## src/rtl/arb_pkg.sv

```systemverilog
// Shared constants and the rotating-priority pick used by the round-robin arbiter.
package arb_pkg;

    localparam int BURST_CNT_W = 8;
    localparam int MAX_REQ     = 16;

    // One-hot of the first set bit of vld, scanning upward from ptr and wrapping at n.
    function automatic logic [MAX_REQ-1:0] rr_pick_onehot(
        input logic [MAX_REQ-1:0] vld,
        input logic [3:0]         ptr,
        input int                 n
    );
        logic [MAX_REQ-1:0] oh;
        logic               found;
        int                 idx;
        oh    = '0;
        found = 1'b0;
        for (int i = 0; i < MAX_REQ; i++) begin
            idx = int'(ptr) + i;
            if (idx >= n) idx = idx - n;
            if (i < n && !found && vld[idx[3:0]]) begin
                oh[idx[3:0]] = 1'b1;
                found        = 1'b1;
            end
        end
        return oh;
    endfunction

endpackage

```

## src/rtl/arb_out_slice.sv

```systemverilog
// Two-entry skid register slice: registered outputs, registered upstream ready, 1 beat/cycle.
module arb_out_slice
    import arb_pkg::*;
#(
    parameter int W = 8
) (
    input  logic         clk,
    input  logic         rst,
    input  logic         in_valid_i,
    input  logic [W-1:0] in_data_i,
    output logic         in_ready_o,
    output logic         out_valid_o,
    output logic [W-1:0] out_data_o,
    input  logic         out_ready_i
);

    logic         out_vld_q, out_vld_d;
    logic         skid_vld_q, skid_vld_d;
    logic [W-1:0] out_q, out_d;
    logic [W-1:0] skid_q, skid_d;
    logic         in_fire;

    assign in_ready_o  = ~skid_vld_q;
    assign in_fire     = in_valid_i & ~skid_vld_q;
    assign out_valid_o = out_vld_q;
    assign out_data_o  = out_q;

    // out_q keeps its last payload when empty so the id output holds its last value.
    always_comb begin
        out_vld_d  = out_vld_q;
        out_d      = out_q;
        skid_vld_d = skid_vld_q;
        skid_d     = skid_q;
        if (!out_vld_q || out_ready_i) begin
            if (skid_vld_q) begin
                out_d      = skid_q;
                out_vld_d  = 1'b1;
                skid_vld_d = 1'b0;
            end else if (in_fire) begin
                out_d     = in_data_i;
                out_vld_d = 1'b1;
            end else begin
                out_vld_d = 1'b0;
            end
        end else if (in_fire) begin
            skid_d     = in_data_i;
            skid_vld_d = 1'b1;
        end
    end

    always_ff @(posedge clk or posedge rst) begin
        if (rst) begin
            out_vld_q  <= 1'b0;
            skid_vld_q <= 1'b0;
            out_q      <= '0;
            skid_q     <= '0;
        end else begin
            out_vld_q  <= out_vld_d;
            skid_vld_q <= skid_vld_d;
            out_q      <= out_d;
            skid_q     <= skid_d;
        end
    end

endmodule

```

## src/rtl/handshake_rr_arbiter.sv

```systemverilog
// Round-robin valid/ready arbiter with burst limit and stall lock.
// Define ARB_OUT_REG_EN to register the merged output through arb_out_slice.
module handshake_rr_arbiter
    import arb_pkg::*;
#(
    parameter int NUM_REQ   = 4,
    parameter int DATA_W    = 32,
    parameter int MAX_BURST = 4
) (
    input  logic                        clk,
    input  logic                        rst,
    input  logic [NUM_REQ-1:0]          master_valid,
    input  logic [NUM_REQ*DATA_W-1:0]   master_data,
    output logic [NUM_REQ-1:0]          master_ready,
    output logic                        slave_valid,
    output logic [DATA_W-1:0]           slave_data,
    output logic [$clog2(NUM_REQ)-1:0]  slave_id,
    input  logic                        slave_ready
);

    localparam int ID_W = $clog2(NUM_REQ);

    logic [ID_W-1:0]        rr_ptr_q, rr_ptr_d;
    logic [ID_W-1:0]        holder_q, holder_d;
    logic [ID_W-1:0]        lock_id_q, lock_id_d;
    logic                   lock_q, lock_d;
    logic [BURST_CNT_W-1:0] cnt_q, cnt_d;
    logic [BURST_CNT_W-1:0] base_cnt;

    logic [MAX_REQ-1:0]     pick_oh;
    logic [ID_W-1:0]        pick_id;
    logic                   gnt_vld;
    logic [ID_W-1:0]        gnt_id;
    logic [DATA_W-1:0]      gnt_data;
    logic                   up_ready;
    logic                   fire;

    assign pick_oh = rr_pick_onehot(MAX_REQ'(master_valid), 4'(rr_ptr_q), NUM_REQ);

    always_comb begin
        pick_id = '0;
        for (int i = 0; i < MAX_REQ; i++) begin
            if (pick_oh[i]) pick_id = ID_W'(i);
        end
    end

    // A stalled beat pins the grant; if its owner drops valid the cycle is empty and lock releases.
    always_comb begin
        gnt_vld = 1'b0;
        gnt_id  = lock_id_q;
        if (lock_q) begin
            gnt_vld = master_valid[lock_id_q];
        end else begin
            gnt_vld = |master_valid;
            gnt_id  = pick_id;
        end
    end

    assign gnt_data = master_data[int'(gnt_id)*DATA_W +: DATA_W];
    assign fire     = gnt_vld & up_ready;

    always_comb begin
        master_ready = '0;
        if (gnt_vld && !rst) master_ready[gnt_id] = up_ready;
    end

    // While under the burst limit rr_ptr parks on the holder, so it keeps winning only while valid.
    always_comb begin
        rr_ptr_d  = rr_ptr_q;
        holder_d  = holder_q;
        cnt_d     = cnt_q;
        lock_d    = gnt_vld & ~up_ready;
        lock_id_d = gnt_id;
        base_cnt  = (gnt_id == holder_q) ? cnt_q : '0;
        if (fire) begin
            holder_d = gnt_id;
            if (int'(base_cnt) + 1 < MAX_BURST) begin
                cnt_d    = base_cnt + 1'b1;
                rr_ptr_d = gnt_id;
            end else begin
                cnt_d    = '0;
                rr_ptr_d = (gnt_id == ID_W'(NUM_REQ - 1)) ? '0 : gnt_id + 1'b1;
            end
        end
    end

    always_ff @(posedge clk or posedge rst) begin
        if (rst) begin
            rr_ptr_q  <= '0;
            holder_q  <= '0;
            cnt_q     <= '0;
            lock_q    <= 1'b0;
            lock_id_q <= '0;
        end else begin
            rr_ptr_q  <= rr_ptr_d;
            holder_q  <= holder_d;
            cnt_q     <= cnt_d;
            lock_q    <= lock_d;
            lock_id_q <= lock_id_d;
        end
    end

`ifdef ARB_OUT_REG_EN
    logic [ID_W+DATA_W-1:0] slice_out;

    arb_out_slice #(
        .W (ID_W + DATA_W)
    ) u_out_slice (
        .clk         (clk),
        .rst         (rst),
        .in_valid_i  (gnt_vld),
        .in_data_i   ({gnt_id, gnt_data}),
        .in_ready_o  (up_ready),
        .out_valid_o (slave_valid),
        .out_data_o  (slice_out),
        .out_ready_i (slave_ready)
    );

    assign slave_id   = slice_out[ID_W+DATA_W-1:DATA_W];
    assign slave_data = slice_out[DATA_W-1:0];
`else
    logic [ID_W-1:0] last_id_q;

    assign up_ready    = slave_ready;
    assign slave_valid = gnt_vld & ~rst;
    assign slave_id    = (gnt_vld && !rst) ? gnt_id : last_id_q;
    assign slave_data  = (gnt_vld && !rst) ? gnt_data : '0;

    always_ff @(posedge clk or posedge rst) begin
        if (rst) begin
            last_id_q <= '0;
        end else if (gnt_vld) begin
            last_id_q <= gnt_id;
        end
    end
`endif

endmodule

```

## config.mk

```make
export PLATFORM = sky130hd
export DESIGN_NAME = handshake_rr_arbiter
export DESIGN_NICKNAME = d
export VERILOG_FILES = /design/src/rtl/arb_pkg.sv /design/src/rtl/arb_out_slice.sv /design/src/rtl/handshake_rr_arbiter.sv
export SDC_FILE = /design/constraint.sdc
export NUM_CORES = 1
export LEC_CHECK = 0
export BUFFER_PORTS_ARGS = -buffer_cell sky130_fd_sc_hd__buf_4
export CAP_MARGIN = 20
export CORE_MARGIN = 4
export CORE_UTILIZATION = 42
export DETAILED_ROUTE_END_ITERATION = 8
export PLACE_DENSITY_LB_ADDON = 0.25
export REMOVE_ABC_BUFFERS = 1
export SYNTH_ARGS = -nofsm -noshare
export SYNTH_HDL_FRONTEND = slang
export SYNTH_SLANG_ARGS = --single-unit
export TNS_END_PERCENT = 30
```

## constraint.sdc

```tcl
create_clock -name clk -period 6.6 [get_ports clk]
set_input_delay 0.66 -clock clk [delete_from_list [all_inputs] [get_ports clk]]
set_output_delay 0.66 -clock clk [all_outputs]
set_load 0.1 [all_outputs]
```

## Word level (Yosys, flattened, before mapping)

Cells that the tools add are included.

| operators by class | value |
|---|---|
| muxes and demuxes | 55 |
| magnitude comparators | 16 |
| shift operators | 1 |
| eq/ne operators | 2 |
| reductions and logical operators | 14 |
| add/subtract/negate cells | 10 |
| bitwise operators | 9 |

Operators with widths:

| operator | count |
|---|---|
| $shiftx A128 B8 Y32 | 1 |
| $mux W16 | 4 |
| $or A16 B16 Y16 | 3 |
| $mux W2 | 18 |
| $mux W32 | 1 |
| $lt A4 B5 Y1 const B | 4 |
| $mux W4 | 5 |
| $bmux W1 S4 | 4 |
| $demux W1 S4 | 4 |
| $ge A4 B1 Y1 const B | 4 |
| $mux W8 | 2 |
| $mux W1 | 15 |
| $sub A3 B3 Y4 const B | 3 |
| $add A8 B1 Y9 const B | 1 |
| $ge A3 B3 Y1 const B | 3 |
| $logic_and A1 B1 Y1 | 9 |
| $lt A9 B3 Y1 const B | 1 |
| $add A8 B1 Y8 const B | 1 |
| $add A2 B2 Y3 const B | 2 |
| $lt A2 B3 Y1 const B | 2 |
| $and A4 B4 Y4 | 1 |
| $logic_not A1 Y1 | 4 |
| $reduce_or A4 Y1 | 1 |
| $sub A2 B3 Y4 const B | 1 |
| other kinds (10) | 13 |

| storage, ports and cells | value |
|---|---|
| register bits | 17 |
| word-level logic and storage cells | 113 |
| output and inout port bits | 39 |

## Longest topological paths before layout

Gate-level depths: netlist of run 1.

| depth | value |
|---|---|
| depth in word-level cells | 36 |
| mapped depth | 21 |

## Least setup slack after synthesis of run 1

Ideal clock, no wire load.

| path | value |
|---|---|
| path type | register to output |
| from | register rr_ptr_q[0] |
| to | output port slave_data[12] |
| arrival | 5.406 ns |
| setup slack | 0.534 ns |
| cell stages (with the launch flop) | 14 |
| path buffers | 3 |
| data required time | 5.940 ns |
| path through | dfrtp_1 buf_6 inv_1 ha_1 or4b_2 a31oi_1 a21o_1 o31a_1 o22ai_4 inv_1 buf_2 buf_1 nand2_1 a311oi_1 |

| on the way | value |
|---|---|
| elaborated cells between the ends (all ways) | 77 |

RTL lines:

| what | line | text |
|---|---|---|
| start, declared | handshake_rr_arbiter.sv:23 | `logic [ID_W-1:0] rr_ptr_q, rr_ptr_d;` |
| start signal, assigned | handshake_rr_arbiter.sv:95 | `rr_ptr_q <= rr_ptr_d;` |
| branches (longest 13 deep; another with $lt A4 B5 Y1) | n/a |  |
| $mux W16 (*) | arb_pkg.sv:21 | `if (i < n && !found && vld[idx[3:0]]) begin` |
| $mux W2 (13 in a row) | handshake_rr_arbiter.sv:43 | `if (pick_oh[i]) pick_id = ID_W'(i);` |
| $mux W2 (*) | handshake_rr_arbiter.sv:43 |  |
| $mux W2 (*) | handshake_rr_arbiter.sv:51 | `if (lock_q) begin` |
| via gnt_id[1] | handshake_rr_arbiter.sv:33 | `logic [ID_W-1:0] gnt_id;` |
| $shiftx A128 B8 Y32 (*) | handshake_rr_arbiter.sv:59 | `assign gnt_data = master_data[int'(gnt_id)*DATA_W +: DATA_W];` |
| $mux W32 (*) | handshake_rr_arbiter.sv:127 | `assign slave_data = (gnt_vld && !rst) ? gnt_data : '0;` |
| end, declared | handshake_rr_arbiter.sv:16 | `output logic [DATA_W-1:0] slave_data,` |

Mark *: on every way through the listed nets, which the timed path passes. The select of a mux whose other input is x is not followed.

## Worst setup path in the final report of run 1

| path | value |
|---|---|
| from | register rr_ptr_q[0] |
| to | output port slave_data[26] |

| on the way | value |
|---|---|
| word-level cells in the longest chain between the ends | 32 |
| elaborated cells between the ends (all ways) | 77 |

RTL lines:

| what | line |
|---|---|
| branches (longest 13 deep; another with $lt A4 B5 Y1) | n/a |
| $mux W16 (*) | arb_pkg.sv:21 |
| $mux W1 | handshake_rr_arbiter.sv:43 |
| $mux W2 (13 in a row) | handshake_rr_arbiter.sv:43 |
| $mux W2 (*) | handshake_rr_arbiter.sv:43 |
| $mux W2 (*) | handshake_rr_arbiter.sv:51 |
| $shiftx A128 B8 Y32 (*) | handshake_rr_arbiter.sv:59 |
| $mux W32 (*) | handshake_rr_arbiter.sv:127 |

Mark *: on every way between the ends. The select of a mux whose other input is x is not followed.

==> flow_summary.yaml, run 1 <==
timing:
  tightest_slew_ns: 0.915
  setup_viol: 0
  timing.final.crit_period_ns: 5.87
  max_slew_margin: 0.390
  fmax_ghz: 0.170
  period_share: 0.889
  rsz0062_at_grt: "false"
  finalMaxSlewViolations: 0
  finalHoldViolations: 0
  finalClockSkew_ns: 0.00638
clock_tree:
  clkTransAtPathRegs_ns: 0.07
  htree_levels: 1
  ctsResizeCount: 0
  cts_buffers: 3
  cts_tree: "yes"
  cts.hold.buffers_added: 0
  ctsLongestPathBuffers: 2
  postCtsSetupBuffers: 0
  cts_sinks: 17
  root_buffer: "clkbuf_8"
  clk_latency_ns: 0.25
die:
  die_h_um: 84.7
  fp.dieW_um: 84.7
  fp.dieArea_um2: 7180
  initial_core_util: 0.441
  ios: 174
  core_um2: 5610
  rows: 27
routing:
  drc: 0
  num_vias: 3302
  ant_nets: 0
  wl_per_cell_um: 16.2
  vias_per_cell: 5.53
  drt_iter0_drc: 296
  wl_um: 9700
  first_pass_iters: 5
worst_setup_path:
  crit_required_ns: 5.94
  startpoint_type: "flop"
  crit-reg2reg-capture: "cnt_q[0]"
  reg2reg_depth: 19
  crit_type: "flop to output pin"
  worstPathArrival_ns: 5.21
  r2r-start: "rr_ptr_q[0]"
  cp_max_fo: 39
  end_kind: "output pin"
  reg2reg_slack_ns: 1.02
logic_synthesis:
  ys_seq_elements: 17
  post-synth-top-area-fraction: 0.215
  syn_area_per_cell_um2: 6.69
  yosysTopAreaCell: "nand2_1"
  async_reset_ff_frac: 1.00
  ys.flop_type: "dfrtp_1"
  ys_top_cells_by_area: "nand2_1 (22%), dfrtp_1 (17%), a311oi_1 (12%)"
  netlist_instances: 370
  ys.warnings.count: 0
  synth_edf_count: 0
  syn_area_um2: 2470
  ys_seq_area_frac: 0.172
  synthDistinctLibCells: 50
final_layout:
  postLayoutCellArea_um2: 3830
  layout_commonest_cell: "buf_4"
  multi_input_comb_area_um2: 1880
  final_cell_mix: "buf_4 (178), nand2_1 (142), and3_1 (38)"
  fin_nets: 674
  num-fill-cells: 502
  regArea_um2: 425
  area_delta_synth_final_pct: 54.7
  n_antenna_cell: 0
  drive_gt1_frac: 0.375
outcome:
  status: "complete, no violations"
global_route:
  grt_pass1_vias: 3157
  antenna_found_initial: 0
  grt_max_degree: 56
  grt_pass1_wl_um: 15400
  grt_use_total: 0.253
  gr-total-overflow: 0
placement:
  portBuffers: 173
  dp_hpwl_um: 7480
  gp_congestion: 0.904
  dpl_cell_area_um2: 3780
flow_run:
  cap_violations: 0
hold_path:
  hold_class: "input port to asynchronous set/reset pin"
-- worst max-delay path by stage --
| stage | startpoint | to | depth (start not counted) |
|---|---|---|---|
| global route | rr_ptr_q[0] | slave_data[8] | 12 |
| CTS | rr_ptr_q[0] | slave_data[26] | 12 |
| finish | rr_ptr_q[0] | slave_data[26] | 12 |
| floorplan | rr_ptr_q[0] | slave_data[0] | 10 |
| global placement | rr_ptr_q[0] | slave_data[5] | 12 |
| detailed placement | rr_ptr_q[0] | slave_data[28] | 12 |
-- synthesized netlist by cell type (3+ instances only) --
master    count
nand2_1     142
and3_1       38
a311oi_1     33
clkbuf_1     17
dfrtp_1      17
ha_1         13
inv_1        13
o21ai_0      11
nor2_1       10
and2_1        9
a21oi_1       5
buf_2         5
a211oi_1      3
buf_1         3
mux2_2        3
nand3_1       3
nor2b_1       3
nor3_1        3
-- flip-flops by register name, indices dropped and copies added, names as in the netlist --
signal / count
last_id_q: 2
holder_q: 2
lock_q: 1
cnt_q: 8
lock_id_q: 2
rr_ptr_q: 2
-- worst max-delay path, stage by stage, from the launching register on --
cell,delay (ns)
dfrtp_1,0.60
inv_1,0.23
ha_1,0.44
mux2_2,0.37
a32o_1,0.24
and4_1,0.20
and2_1,0.18
a211oi_2,0.19
o221a_2,0.78
inv_1,0.69
and3_1,0.35
a311oi_1,0.32
buf_4,0.36
-- kinds of logic after synthesis --
logic type / count (synthesis) / synth area share
and+or+nand+nor: 220 / 0.408
AOI/OAI and AO/OA: 72 / 0.239
buffers and inverters: 40 / 0.0693
DFF: 17 / 0.172
adders and majority gates: 13 / 0.0658
muxes: 6 / 0.0359
xor gates and xnor gates: 2 / 0.0101
-- cell type report --
| type | count | share of cell area |
|---|---|---|
| Clock inverter | 1 | 0.00131 |
| Clock buffer | 3 | 0.0108 |
| Timing Repair Buffer | 178 | 0.349 |
| Inverter | 13 | 0.0127 |
| Tap cell | 72 | 0.0235 |
| Multi-Input combinational cell | 313 | 0.491 |
| Sequential cell | 17 | 0.111 |
-- through the flow --
step | TNS, ns | hold slack [ns] | worst slack [ns] | cells | util
after CTS | 0 | 0.437 | 0.784 | 597 | 0.683
after global routing | 0 | 0.464 | 0.388 | 597 | 0.683
after detailed placement | 0 | 0.470 | 1.09 | 593 | 0.674
final | 0 | 0.430 | 0.735 | 597 | 0.683
after global placement | 0 | 0.462 | 1.11 | 593 | 0.674
after floorplan | -12.00 | 0.445 | -0.375 | 343 | -
-- layer usage --
layer | GRT usage | vias up | wire (um)
met1 | 0.320 | 1494 | 3760
met4 | 0.0604 | 0 | 183
met3 | 0.0412 | 14 | 783
met2 | 0.446 | 163 | 4980
met5 | 0 | - | 0
li1 | - | 1631 | -
Power of run 1 is left out: the tool's default activity adds up to more than one toggle a clock period on the data nets, which glitch-free logic cannot reach.
==> run 2, diff against run 1 <==
Settings changed: CELL_PAD_IN_SITES_DETAIL_PLACEMENT from default to 1, CELL_PAD_IN_SITES_GLOBAL_PLACEMENT from default to 2, CORE_UTILIZATION 42 to 20.
==> run 2 against run 1 <==
  * Critical path depth is 8 higher
  * Fmax increased by 6.6%
  * Clock skew shrank 0.00062 ns
  * Die area rose by 98%
  * Design area rose by 5.0%
  * Wire length grew 25%
  * Final cell count is 16% higher
  * Setup slack gained 0.37 ns
  * Core utilization shrank 35 points
  * Count of clock-buffer cells in the layout is the same
  * Critical endpoint is now cnt_q[0]
==> flow_summary.yaml, run 2 (synthesized netlist as in run 1, its figures left out) <==
outcome:
  status: "complete, no violations"
final_layout:
  area_delta_synth_final_pct: 62.5
  layout_commonest_cell: "buf_4"
  drive_gt1_frac: 0.378
  final_cell_mix: "buf_4 (179), nand2_1 (142), and3_1 (38)"
  num-fill-cells: 1540
  regArea_um2: 425
  top_register: "cnt_q"
  n_antenna_cell: 0
  multi_input_comb_area_um2: 1880
  post-route-util: 0.333
  largest_reg_flops: 8
  fin_nets: 676
placement:
  dp_hpwl_um: 9440
  gp_congestion: 0.859
  portBuffers: 173
timing:
  fmax_ghz: 0.182
  timing.final.crit_period_ns: 5.50
  max_slew_margin: 0.462
  timing.setup.tns_ns: 0
  period_share: 0.833
  finalMaxSlewViolations: 0
  rsz0062_at_grt: "false"
  finalHoldViolations: 0
  finalClockSkew_ns: 0.00576
  setup_viol: 0
  tightest_slew_ns: 0.806
global_route:
  grt_max_degree: 66
  grt_pass1_vias: 3629
  grt_use_total: 0.163
  gr-total-overflow: 0
  antenna_found_initial: 0
  grt_pass1_wl_um: 19000
clock_tree:
  cts_tree: "yes"
  cts_buffers: 3
  cts.hold.buffers_added: 0
  ctsLongestPathBuffers: 2
  root_buffer: "clkbuf_16"
  cts_sinks: 17
  clkTransAtPathRegs_ns: 0.06
  postCtsSetupBuffers: 0
  htree_levels: 1
  clk_latency_ns: 0.25
  ctsResizeCount: 0
routing:
  drt_iter0_drc: 143
  wl_per_cell_um: 17.4
  first_pass_iters: 4
  wl_um: 12100
  vias_per_cell: 4.76
  num_vias: 3311
  ant_nets: 0
  drc: 0
worst_setup_path:
  cp_max_fo: 32
  crit_path_max_incr_delay_ns: 0.62
  crit_family: "compound AO/OA/AOI/OAI gates"
  critPathBufInv: 2
  r2r-start: "rr_ptr_q[0]"
  startpoint_type: "flop"
  crit_type: "flop to flop"
  reg2reg_slack_ns: 1.10
  reg2reg_depth: 20
  crit-reg2reg-capture: "cnt_q[0]"
  crit_start: "rr_ptr_q[0]"
  path_cells: "inv_1 -> ha_1 -> mux2_2 -> a32o_1 -> and4_1 -> and2_1 -> o31a_1 -> o22ai_4 -> buf_4 -> xor2_1 -> and3_1 -> ha_1 -> nand2_1 -> a32oi_1 -> a21oi_1 -> or4_1 -> a211oi_1 -> a31o_4 -> nor2_1 -> o31ai_1"
  critPathSlowestCell: "dfrtp_1"
  worstPathArrival_ns: 5.66
  crit_end: "cnt_q[0]"
  path_common_cell: "ha_1"
  end_kind: "flop"
  crit_cells: 20
  crit_required_ns: 6.76
flow_run:
  cap_violations: 0
hold_path:
  worstHoldStart: "cnt_q[7]"
  hold_path_depth: 1
  hold_class: "flop to flop"
die:
  die_h_um: 119
  fp.dieW_um: 119
  core_um2: 12100
  fp.dieArea_um2: 14200
  ios: 174
  rows: 40
  initial_core_util: 0.205
[run 2: how the worst min path moves through the flow]
stage                               to
after global routing          cnt_q[7]
after detailed placement      cnt_q[7]
after CTS                     cnt_q[7]
after global placement    last_id_q[1]
final                         cnt_q[7]
after floorplan               cnt_q[7]
[run 2: stage by stage]
| stage | worst slack [ns] | hold WS (ns) | cells | cell area [um^2] |
|---|---|---|---|---|
| 6_report | 1.10 | 0.485 | 695 | 4020 |
| 5_1_grt | 0.737 | 0.502 | 695 | 4020 |
| 4_1_cts | 1.00 | 0.484 | 694 | 3990 |
| 3_5_place_dp | 1.13 | 0.465 | 690 | 3910 |
| 3_3_place_gp | 1.33 | 0.463 | 690 | 3910 |
| 2_1_floorplan | -0.375 | 0.445 | 343 | 2350 |
[run 2: cell type report]
cell class	instances	share of cell area
multi-input cells	313	0.468
repair buffers	180	0.341
flip-flops and latches	17	0.106
well taps	168	0.0523
clock buffers	3	0.0187
inverters	13	0.0121
clock inverters	1	0.00187
[run 2: metal layers]
| layer | global-route usage | wire, um | vias up |
|---|---|---|---|
| met2 | 0.290 | 6300 | 96 |
| met5 | 0 | 0 | - |
| met3 | 0.0408 | 771 | 18 |
| met4 | 0.0529 | 298 | 0 |
| met1 | 0.191 | 4740 | 1567 |
| li1 | - | - | 1630 |
Power of run 2 is left out for the same reason.
